<file path="src/rtl/dilithium_io_pkg.sv">
// rtl/dilithium_io_pkg.sv - shared widths and types for the Dilithium byte ingress path
package dilithium_io_pkg;

   localparam int BYTE_W         = 8;
   localparam int WORD_W         = 32;
   localparam int BYTES_PER_WORD = 4;

   typedef logic [WORD_W-1:0] word_t;

   typedef struct packed {
      word_t data;
      logic  last;
   } fifo_entry_t;

endpackage

</file>
<file path="src/rtl/dilithium_word_fifo.sv">
// rtl/dilithium_word_fifo.sv - synchronous circular-buffer FIFO of packed words
module dilithium_word_fifo
   import dilithium_io_pkg::*;
#(
   parameter int DEPTH = 4
) (
   input  logic                     clk,
   input  logic                     rst,
   input  logic                     push,
   input  fifo_entry_t              push_entry,
   input  logic                     pop,
   output fifo_entry_t              head,
   output logic                     full,
   output logic                     empty,
   output logic [$clog2(DEPTH):0]   count
);

   localparam int PTR_W = $clog2(DEPTH);

   fifo_entry_t      mem [DEPTH];
   logic [PTR_W-1:0] wr_ptr;
   logic [PTR_W-1:0] rd_ptr;
   logic             push_ok;
   logic             pop_ok;

   assign full    = (count == (PTR_W+1)'(DEPTH));
   assign empty   = (count == '0);
   assign push_ok = push && !full;
   assign pop_ok  = pop && !empty;

   // Empty head reads as zero so the word output is clean after reset.
   assign head = empty ? '0 : mem[rd_ptr];

   always_ff @(posedge clk) begin
      if (push_ok) begin
         mem[wr_ptr] <= push_entry;
      end
   end

   always_ff @(posedge clk) begin
      if (rst) begin
         wr_ptr <= '0;
         rd_ptr <= '0;
         count  <= '0;
      end else begin
         if (push_ok) begin
            wr_ptr <= wr_ptr + 1'b1;
         end
         if (pop_ok) begin
            rd_ptr <= rd_ptr + 1'b1;
         end
         case ({push_ok, pop_ok})
            2'b10:   count <= count + 1'b1;
            2'b01:   count <= count - 1'b1;
            default: count <= count;
         endcase
      end
   end

endmodule

</file>
<file path="src/rtl/dilithium_byte_packer.sv">
// rtl/dilithium_byte_packer.sv - packs framed bytes little-endian into buffered 32-bit words
module dilithium_byte_packer
   import dilithium_io_pkg::*;
#(
   parameter int FIFO_DEPTH = 4
) (
   input  logic               clk,
   input  logic               rst,
   input  logic               clr,
   input  logic               s_valid,
   output logic               s_ready,
   input  logic [BYTE_W-1:0]  s_data,
   input  logic               s_last,
   output logic               m_valid,
   input  logic               m_ready,
   output logic [WORD_W-1:0]  m_data,
   output logic               m_last,
   output logic [15:0]        word_count,
   output logic               busy
);

   localparam int         CNT_W    = $clog2(FIFO_DEPTH) + 1;
   localparam logic [1:0] LAST_IDX = 2'(BYTES_PER_WORD - 1);

   logic              flush;
   word_t             acc;
   word_t             merged;
   logic [1:0]        idx;
   logic              accept;
   logic              complete;
   logic              pop;
   logic              fifo_full;
   logic              fifo_empty;
   logic [CNT_W-1:0]  fifo_count;
   fifo_entry_t       push_entry;
   fifo_entry_t       head;

   assign flush    = rst || clr;
   assign s_ready  = !fifo_full;
   assign accept   = s_valid && s_ready;
   assign complete = accept && ((idx == LAST_IDX) || s_last);

   // Lanes above idx are already zero in acc, so merging gives the padded word.
   always_comb begin
      merged = acc;
      merged[{idx, 3'b000} +: BYTE_W] = s_data;
   end

   always_ff @(posedge clk) begin
      if (flush) begin
         acc <= '0;
         idx <= '0;
      end else if (accept) begin
         if (complete) begin
            acc <= '0;
            idx <= '0;
         end else begin
            acc <= merged;
            idx <= idx + 1'b1;
         end
      end
   end

   assign push_entry = '{data: merged, last: s_last};

   dilithium_word_fifo #(
      .DEPTH (FIFO_DEPTH)
   ) u_fifo (
      .clk        (clk),
      .rst        (flush),
      .push       (complete),
      .push_entry (push_entry),
      .pop        (pop),
      .head       (head),
      .full       (fifo_full),
      .empty      (fifo_empty),
      .count      (fifo_count)
   );

   assign m_valid = !fifo_empty;
   assign m_data  = head.data;
   assign m_last  = head.last;
   assign pop     = m_valid && m_ready;
   assign busy    = (idx != 2'd0) || (fifo_count != '0);

   always_ff @(posedge clk) begin
      if (flush) begin
         word_count <= '0;
      end else if (pop) begin
         if (m_last) begin
            word_count <= '0;
         end else if (word_count != 16'hFFFF) begin
            word_count <= word_count + 16'd1;
         end
      end
   end

endmodule

</file>
<file path="config.mk">
export PLATFORM = sky130hd
export DESIGN_NAME = dilithium_byte_packer
export DESIGN_NICKNAME = d
export VERILOG_FILES = /design/src/rtl/dilithium_io_pkg.sv /design/src/rtl/dilithium_word_fifo.sv /design/src/rtl/dilithium_byte_packer.sv
export SDC_FILE = /design/constraint.sdc
export NUM_CORES = 1
export LEC_CHECK = 0
export CORE_ASPECT_RATIO = 0.75
export CORE_MARGIN = 2
export CORE_UTILIZATION = 25
export CTS_CLUSTER_DIAMETER = 30
export DETAILED_ROUTE_END_ITERATION = 10
export DONT_BUFFER_PORTS = 1
export PLACE_DENSITY = 0.42
export SETUP_SLACK_MARGIN = 0.2
export SLEW_MARGIN = 20
export SYNTH_ARGS = -nofsm -noshare
export SYNTH_HDL_FRONTEND = slang
export SYNTH_SLANG_ARGS = --single-unit
</file>
<file path="constraint.sdc">
create_clock -name clk -period 3.5 [get_ports clk]
set_input_delay 0 -clock clk [delete_from_list [all_inputs] [get_ports clk]]
set_output_delay 0 -clock clk [all_outputs]
set_load 0.005 [all_outputs]
</file>
# After elaboration in Yosys (flattened, before gate mapping)
# Memories as Yosys holds them, arrays and structs flattened. A register that Yosys moved wholly into a read port is not among the register bits.
# Cells that the tools add are included.
dict set report classes {
  shift 2
  n_mux 11
  n_reduce_logical 16
  bitwise 0
  div 0
  n_lt_le_gt_ge 0
  eq_ne 5
  multipliers 0
  n_addsub 7
}
# op n
set ops {}
lappend ops {{2-to-1 mux 33 bit} 1}
lappend ops {{bitwise mux 32 bit} 1}
lappend ops {{2-to-1 mux 16 bit} 2}
lappend ops {{2-to-1 mux 32 bit} 1}
lappend ops {{variable shift 8 x 7 -> 32 bit (first input constant)} 1}
lappend ops {{indexed part select 8 x 7 -> 32 bit} 1}
lappend ops {{adder 16 x 1 -> 16 bit (second input constant)} 1}
lappend ops {{!= test 16 bit (second input constant)} 1}
lappend ops {{negator 5 -> 7 bit} 1}
lappend ops {{adder 2 x 1 -> 2 bit (second input constant)} 3}
lappend ops {{2-to-1 mux 2 bit} 3}
lappend ops {{case mux 3 bit (2 select lines)} 1}
lappend ops {{nonzero test 2 bit} 3}
lappend ops {{logical AND 1 bit} 5}
lappend ops {{== test 2 bit (second input constant)} 2}
lappend ops {{adder 3 x 1 -> 3 bit (second input constant)} 1}
lappend ops {{== test 3 bit (second input constant)} 1}
lappend ops {{logical NOT 3 bit} 1}
lappend ops {{logical OR 1 bit} 3}
lappend ops {{nonzero test 3 bit} 1}
lappend ops {{subtractor 3 x 1 -> 3 bit (second input constant)} 1}
lappend ops {{== test 2 x 1 -> 1 bit (second input constant)} 1}
lappend ops {{logical NOT 1 bit} 2}
lappend ops {{2-to-1 mux 1 bit} 2}
lappend ops {{AND reduction 2 bit} 1}
dict set report word_totals {
  mem_count 1
  input_bits 14
  mem_bits_rw 132
  output_inout_bits 52
  register_bits 57
  rom_bits 0
  wordCells 48
  latchBits 0
}
# name depth word_bits read_ports rd_clocked_by_memory_dff write_ports line
set memory_table {}
lappend memory_table {u_fifo.mem 4 33 1 1 1 dilithium_word_fifo.sv:20} ;# fifo_entry_t mem [DEPTH];

# Logic depth before layout (Yosys ltp)
# Gate-level depths: netlist (run 1).
dict set report depth {
  word_depth 7
  mapped_depth 11
  depth_no_buf 10
}

# By module
# A second synthesis (run 1) with hierarchy kept.
dict set report unflattened {
  hier_cells 579
  hier_area_um2 8040.2
}
# module area_each_um2 seq_area_each_um2 cells_each n_inst
set by_module_without_submodules {}
lappend by_module_without_submodules {dilithium_word_fifo 5514.0 4144.0 263 1}
lappend by_module_without_submodules {dilithium_byte_packer 2526.2 1001.0 316 1}

# Worst setup path after synthesis (run 1)
# No wires, ideal clock.
dict set report synth_path {
  path_type {register to register}
  from {reg u_fifo.count[0]}
  to {reg u_fifo.count[2]}
  arrival_ns 2.351
  path_buffers 0
  setup_ns 0.070
  synth_period_minus_slack_ns 2.421
  slack_ns 1.079
  path_stages_with_launch 11
  t_required_ns 3.430
  path_cell_list {dfxtp_1 or3b_2 nand2_1 nor2_1 inv_1 ha_1 inv_1 fa_1 xor2_1 or3_1 a21oi_1}
}
dict set report synth_between {
  elab_chain_cells 7
  word_cells_on_any_way 15
  cone_classes {add/sub: 2; eq/ne: 3; mux: 1; reduce/logical: 9}
}
# item line
set synth_lines {}
lappend synth_lines {{start, declared} dilithium_word_fifo.sv:15} ;# output logic [$clog2(DEPTH):0] count
lappend synth_lines {{start signal, assigned} dilithium_word_fifo.sv:53} ;# 2'b10: count <= count + 1'b1;
lappend synth_lines {{start signal, assigned} dilithium_word_fifo.sv:54} ;# 2'b01: count <= count - 1'b1;
lappend synth_lines {{start signal, assigned} dilithium_word_fifo.sv:55} ;# default: count <= count;
lappend synth_lines {{== test 3 bit (*)} dilithium_word_fifo.sv:26} ;# assign full = (count == (PTR_W+1)'(DEPTH));
lappend synth_lines {{logical NOT 1 bit (*)} dilithium_byte_packer.sv:39} ;# assign s_ready = !fifo_full;
lappend synth_lines {{named net s_ready} dilithium_byte_packer.sv:11} ;# output logic s_ready,
lappend synth_lines {{logical AND 1 bit} dilithium_byte_packer.sv:40} ;# assign accept = s_valid && s_ready;
lappend synth_lines {{logical AND 1 bit} dilithium_byte_packer.sv:41} ;# assign complete = accept && ((idx == LAST_IDX) || s_last);
lappend synth_lines {{logical AND 1 bit (*)} dilithium_word_fifo.sv:28} ;# assign push_ok = push && !full;
lappend synth_lines {{== test 2 x 1 -> 1 bit / == test 2 bit (equally long branches)} dilithium_word_fifo.sv:52} ;# case ({push_ok, pop_ok})
lappend synth_lines {{case mux 3 bit (2 select lines) / nonzero test 2 bit (equally long branches)} --}
# Mark *: on every way through the listed nets, which the timed path passes. The rest lies on a longest branch.
# A chain may end at the register's enable or synchronous reset.

# Final worst setup path (run 1)
dict set report layout_path {
  from {reg u_fifo.count[2]}
  to {reg u_fifo.count[2]}
}
# Same word-level chain as after synthesis.

==> results of run 1 <==
per-layer routing:
metal,share of wire,routed length [um],vias up,GRT usage
met3,0.047,904,10,0.0319
met4,0.0076,147,2,0.0306
met1,0.48,9380,2421,0.169
met5,0.00082,16,-,0
li1,-,-,2205,-
met2,0.46,8960,99,0.193
timing repair:
action	in CTS	in global routing
endpoints found under the hold margin	91	0
resized for setup	0	0
hold buffers	13	0
worst paths after layout:
check	endpoint	depth (start not counted)	from	slack, ps
worst max-delay path	u_fifo.count[2]$_SDFFE_PP0P_	10	u_fifo.count[2]$_SDFFE_PP0P_	970
worst max register to register	u_fifo.count[2]$_SDFFE_PP0P_	10	u_fifo.count[2]$_SDFFE_PP0P_	970
worst min register to register	acc[1]$_SDFFE_PP0P_	2	acc[1]$_SDFFE_PP0P_	510
worst min-delay path	u_fifo.mem[0][4]$_DFFE_PP_	2	s_data[3]	20
metrics by stage:
| step | setup WS, ps | total power [uW] |
|---|---|---|
| final | 967 | 4570 |
| after global routing | 785 | 4740 |
| after CTS | 948 | 4620 |
| after detailed placement | 977 | 2640 |
| after global placement | 1050 | 2640 |
| after floorplan | 1080 | 2590 |
power by group:
| part | total, uW | internal [uW] | leakage, uW | switching (uW) |
|---|---|---|---|---|
| logic | 175 | 60.3 | 0.000831 | 115 |
| registers | 2430 | 2420 | 0.00177 | 7.33 |
| clock network | 1960 | 1110 | 0.000310 | 854 |
worst max-delay path: stages (launching register included):
cell     delay, ps
dfxtp_1        370
or3b_2         520
nand2_1        120
nor2_1         120
inv_1           80
ha_1           180
inv_1           70
fa_1           380
xor2_1         160
or3_1          300
a21oi_1        140
state kept, by name (all words and copies together), names as in the netlist, named ones only:
name,flops
u_fifo.mem,132
acc,32
word_count,16
u_fifo.count,3
idx,2
u_fifo.rd_ptr,2
u_fifo.wr_ptr,2
cells in the final DEF, fill, tap and decap left out, types with 4 or more instances in the layout:
cell / count
nand2_1: 46
a21oi_1: 13
o21ai_0: 40
nand4_1: 4
nand3_1: 12
mux4_2: 33
nor3_1: 4
and2_1: 37
dlygate4sd3_1: 13
edfxtp_1: 132
ha_1: 11
clkbuf_16: 21
nor2_1: 51
inv_1: 43
dfxtp_1: 58
buf_4: 17
a22oi_1: 33
final cells by class:
cell class | count | area [sq um]
repair buffers | 30 | 258
inverters | 43 | 161
multi-input cells | 326 | 2460
fillers | 3107 | 22000
flip-flops and latches | 191 | 5150
clock inverters | 9 | 62.6
well taps | 406 | 508
clock buffers | 23 | 544
diodes | 1 | 2.50
cells by family (layout without fill, tap and decap cells):
| kind of cell | count (synthesis) | count (layout) | synth area share |
|---|---|---|---|
| AOI/OAI and AO/OA | 102 | 102 | 0.0809 |
| xor gates and xnor gates | 5 | 5 | 0.00555 |
| adders and majority gates | 12 | 12 | 0.0200 |
| buffers and inverters | 72 | 105 | 0.0359 |
| DFF | 191 | 191 | 0.652 |
| muxes | 35 | 35 | 0.0968 |
| other | 0 | 1 | 0 |
| and+or+nand+nor | 172 | 172 | 0.108 |
==> impl_metrics.csv, run 1 <==
group,metric,value,unit
outcome,status,"finished, final reports clean",
worst_hold_path,hold_path.class,"in2reg",
power_and_ir_drop,leakagePower,0.00291,uW
logic_synthesis,synth_area_leaders,"edfxtp_1, dfxtp_1, mux4_2",
drt,ant_nets,0,
logic_synthesis,synth.most_common_cell,"edfxtp_1",
clock_network,numCtsBuffers,17,
clock_network,cts_tree,"done",
floorplanning,fp.dieW,209,um
clock_network,cts_htree_levels,4,
setup_path,arrival,2890,ps
timing,finalMaxSlewViolations,0,
clock_network,clockBufferDepth,2,
drt,dr.first_iter.drc_count,378,
power_and_ir_drop,powerDensity,499,nW/um^2
setup_path,critPathCaptureType,"register",
timing,clock.fmax,395,MHz
drt,vias,4737,
clock_network,postCtsSetupBuffers,0,
timing,clock_skew,8.72,ps
floorplanning,io_pins,66,
logic_synthesis,ys_types,43,
timing,period_minus_slack,2530,ps
logic_synthesis,synth_nets,615,
global_route,grt_pass1_vias,4882,
clock_network,clk_latency,430,ps
clock_network,cts_root_buf,"clkbuf_16",
drt,wl_per_cell,18.9,um
logic_synthesis,yosys-top-cells-count,"edfxtp_1, dfxtp_1, nor2_1",
logic_synthesis,ys_ff_latch,191,
drt,dr.pass1.iters,7,
logic_synthesis,synth_top_area_frac,0.503,
logic_synthesis,synth-edff-count,132,
setup_path,cp-start-kind,"register",
logic_synthesis,async_reset_ff_frac,0,
logic_synthesis,syn_area_per_cell,13.4,sq um
placement,dp_cells,983,
timing,slew_headroom,0.452,
setup_path,critPathKind,"reg2reg",
clock_network,clock_sinks,191,
global_route,gr-usage-all-layers,0.123,
placement,place.gp.congestion,0.716,
setup_path,worstPathMaxFanout,7,
timing,worst_pin_slew,814,ps
global_route,antenna_found_initial,2,
timing,period_share,0.724,
layout,postLayoutCellArea,9150,sq um
flow_run,cap_violations,0,
drt,route.detailed.drc,0,
global_route,grt_pass1_wl,29.9,mm
floorplanning,dieArea,33000,sq um
logic_synthesis,synth_top_area_cell,"edfxtp_1",
logic_synthesis,yosysSeqAreaShare,0.652,
timing,hold_ws,17.1,ps
timing,setup_viol,0,
clock_network,path_clk_slew,70,ps
placement,io_buffers,0,
logic_synthesis,yosys_warnings,0,
global_route,grt_start_max_net_pins,53,
logic_synthesis,ys.flop_type,"edfxtp_1",
layout,area_growth,16.0,%
logic_synthesis,synth_cells,589,
setup_path,cp.required,3860,ps
global_route,overflow,0,
timing,hold_viol,0,
logic_synthesis,mappedNetlistArea,7890,sq um
placement,dpl.hpwl,12.4,mm
timing,rsz0062_at_grt,"false",
floorplanning,num_rows,56,
timing,setup_tns,0,ps
floorplanning,core-area,31200,sq um
layout,nets,635,
layout,layoutNonFillerInstCount,1029,
power_and_ir_drop,vdd_drop_max,317,uV
layout,drive_gt1_frac,0.138,
placement,place_area,8410,sq um
floorplanning,start_util,0.253,
drt,routed_wl,19.4,mm
floorplanning,die_y,158,um
drt,avgViaCountPerCell,4.60,
layout,final_util,0.293,
(Power assumes the default switching activity.)
==> inputs of run 2 (changes only) <==
PLACE_DENSITY = 0.44   (was 0.42)
clock period = 2.2 ns   (was 3.5 ns; I/O delays follow)
==> run 2 against run 1 <==
Effect of this change: worst setup slack got worse by 830 ps; first-iteration DRC count down 7.9%; global-route usage shrank 0.71 points; hold slack better by 43 ps; cell count is 2.2% higher; flip-flop and latch count did not move; combinational power increased by 88%; register-to-register slack got worse by 830 ps; core utilization up 1.2 points; largest cell class unchanged; largest power group unchanged.
==> impl_metrics.csv, run 2 (synthesis gave the netlist of run 1 again) <==
group,metric,value,unit
timing,hold_ws,60.0,ps
drt,route.detailed.drc,0,
placement,place.gp.congestion,0.773,
layout,postLayoutCellArea,9530,sq um
timing,hold_viol,0,
clock_network,path_clk_slew,70,ps
setup_path,arrival,2410,ps
timing,setup_viol,0,
floorplanning,io_pins,66,
outcome,status,"finished, final reports clean",
timing,rsz0062_at_grt,"true",
clock_network,cts_tree,"done",
timing,clock.fmax,485,MHz
power_and_ir_drop,leakagePower,0.00309,uW
clock_network,cts_root_buf,"clkbuf_16",
layout,drive_gt1_frac,0.251,
clock_network,clk_latency,420,ps
floorplanning,core-area,31200,sq um
timing,clock_skew,10.0,ps
drt,routed_wl,18.6,mm
clock_network,clock_sinks,191,
placement,io_buffers,0,
clock_network,numCtsBuffers,17,
layout,nets,661,
global_route,overflow,0,
drt,dr.pass1.iters,4,
floorplanning,fp.dieW,209,um
layout,largest-register,"u_fifo.mem",
global_route,grt_pass1_vias,4779,
setup_path,cp-start-kind,"register",
flow_run,cap_violations,0,
timing,setup_tns,0,ps
setup_path,cp.required,2540,ps
setup_path,critPathCaptureType,"register",
timing,period_minus_slack,2060,ps
drt,wl_per_cell,17.7,um
floorplanning,num_rows,56,
worst_hold_path,hold_path.class,"in2reg",
timing,slew_headroom,0.607,
floorplanning,die_y,158,um
layout,mostFrequentLayoutCells,"edfxtp_1, dfxtp_1, nor2_1, nand2_1, inv_1",
layout,layout_commonest_cell,"edfxtp_1",
global_route,grt_pass1_wl,28.6,mm
timing,finalMaxSlewViolations,0,
timing,period_share,0.938,
drt,ant_nets,0,
drt,avgViaCountPerCell,4.65,
power_and_ir_drop,powerDensity,744,nW/um^2
floorplanning,start_util,0.253,
global_route,gr-usage-all-layers,0.115,
layout,biggestRegsByFlops,"u_fifo.mem (132), acc (32), word_count (16)",
layout,area_growth,20.9,%
timing,worst_pin_slew,590,ps
placement,place_area,8550,sq um
setup_path,critPathKind,"reg2reg",
floorplanning,dieArea,33000,sq um
drt,dr.first_iter.drc_count,348,
layout,largest_reg_flops,132,
global_route,antenna_found_initial,0,
setup_path,ff2ff_setup_slack,140,ps
global_route,grt_start_max_net_pins,52,
layout,fillers,3082,
placement,dpl.hpwl,12.3,mm
drt,vias,4897,
clock_network,cts_htree_levels,4,
clock_network,clockBufferDepth,2,
power_and_ir_drop,vdd_drop_max,568,uV
setup_path,worstPathMaxFanout,2,
[run 2: cell types whose count changed in the layout (fill, tap and decap cells not counted), sizes merged]
cell          before  now
buf               17   41
clkbuf            23   17
clkinvlp           0    4
inv               48   45
bufinv             0    2
dlymetal6s4s       0    1
nor3b              1    2
[run 2: timing repair]
| item | 4_1_cts | 5_1_grt |
|---|---|---|
| resized for setup | 45 | 48 |
| setup buffers | 6 | 2 |
| endpoints found under the setup margin | 148 | 86 |
| pin swaps | 4 | 7 |
| hold buffers | 14 | 0 |
| cloned | 0 | 2 |
| hold endpoints to repair | 170 | 0 |
[run 2: final timing paths]
path	from	end	depth (start not counted)
worst min-delay path	s_valid	u_fifo.count[1]$_SDFFE_PP0P_	6
worst min register to register	acc[7]$_SDFFE_PP0P_	acc[7]$_SDFFE_PP0P_	2
worst max register to register	u_fifo.count[0]$_SDFFE_PP0P_	u_fifo.count[2]$_SDFFE_PP0P_	10
worst max-delay path	u_fifo.count[0]$_SDFFE_PP0P_	u_fifo.count[2]$_SDFFE_PP0P_	10
[run 2: worst max-delay path, cell delays in order, from the launching register on]
cell     delay (ps)
dfxtp_2         320
or3b_4          410
nand2_4          80
nor2_4           40
inv_2            50
ha_4            130
inv_2            30
fa_2            330
xor2_1          150
or3_1           310
a21oi_1         120
[run 2: cell type report]
class                      count  area, sq um  share of cell area
timing repair buffer          55          464              0.0487
clock inverter                12          121              0.0127
antenna                        1         2.50            0.000262
inverter                      43          161              0.0169
clock buffer                  17          425              0.0446
multi-input combinational    327         2690               0.282
sequential                   191         5160               0.541
tap                          406          508              0.0533
[run 2: power by group]
part / switching [uW] / internal (uW) / leakage [uW]
combinational: 206 / 123 / 0.00106
sequential: 10.7 / 3850 / 0.00177
clock: 1260 / 1640 / 0.000256
[run 2: per-layer routing]
layer | global-route usage | part of all wire
met4 | 0.0310 | 0.012
met2 | 0.180 | 0.45
met3 | 0.0311 | 0.055
met1 | 0.159 | 0.48
met5 | 0 | 0
[run 2: per-stage QoR]
stage / power, uW / utilization / instances / setup slack [ps]
finish: 7090 / 0.306 / 1052 / 136
global route: 7360 / 0.306 / 1051 / 70.5
detailed placement: 4210 / 0.274 / 998 / 60.1
CTS: 7200 / 0.301 / 1047 / 66.0
global placement: 4200 / 0.274 / 998 / 126
floorplan: 4120 / - / 589 / 104
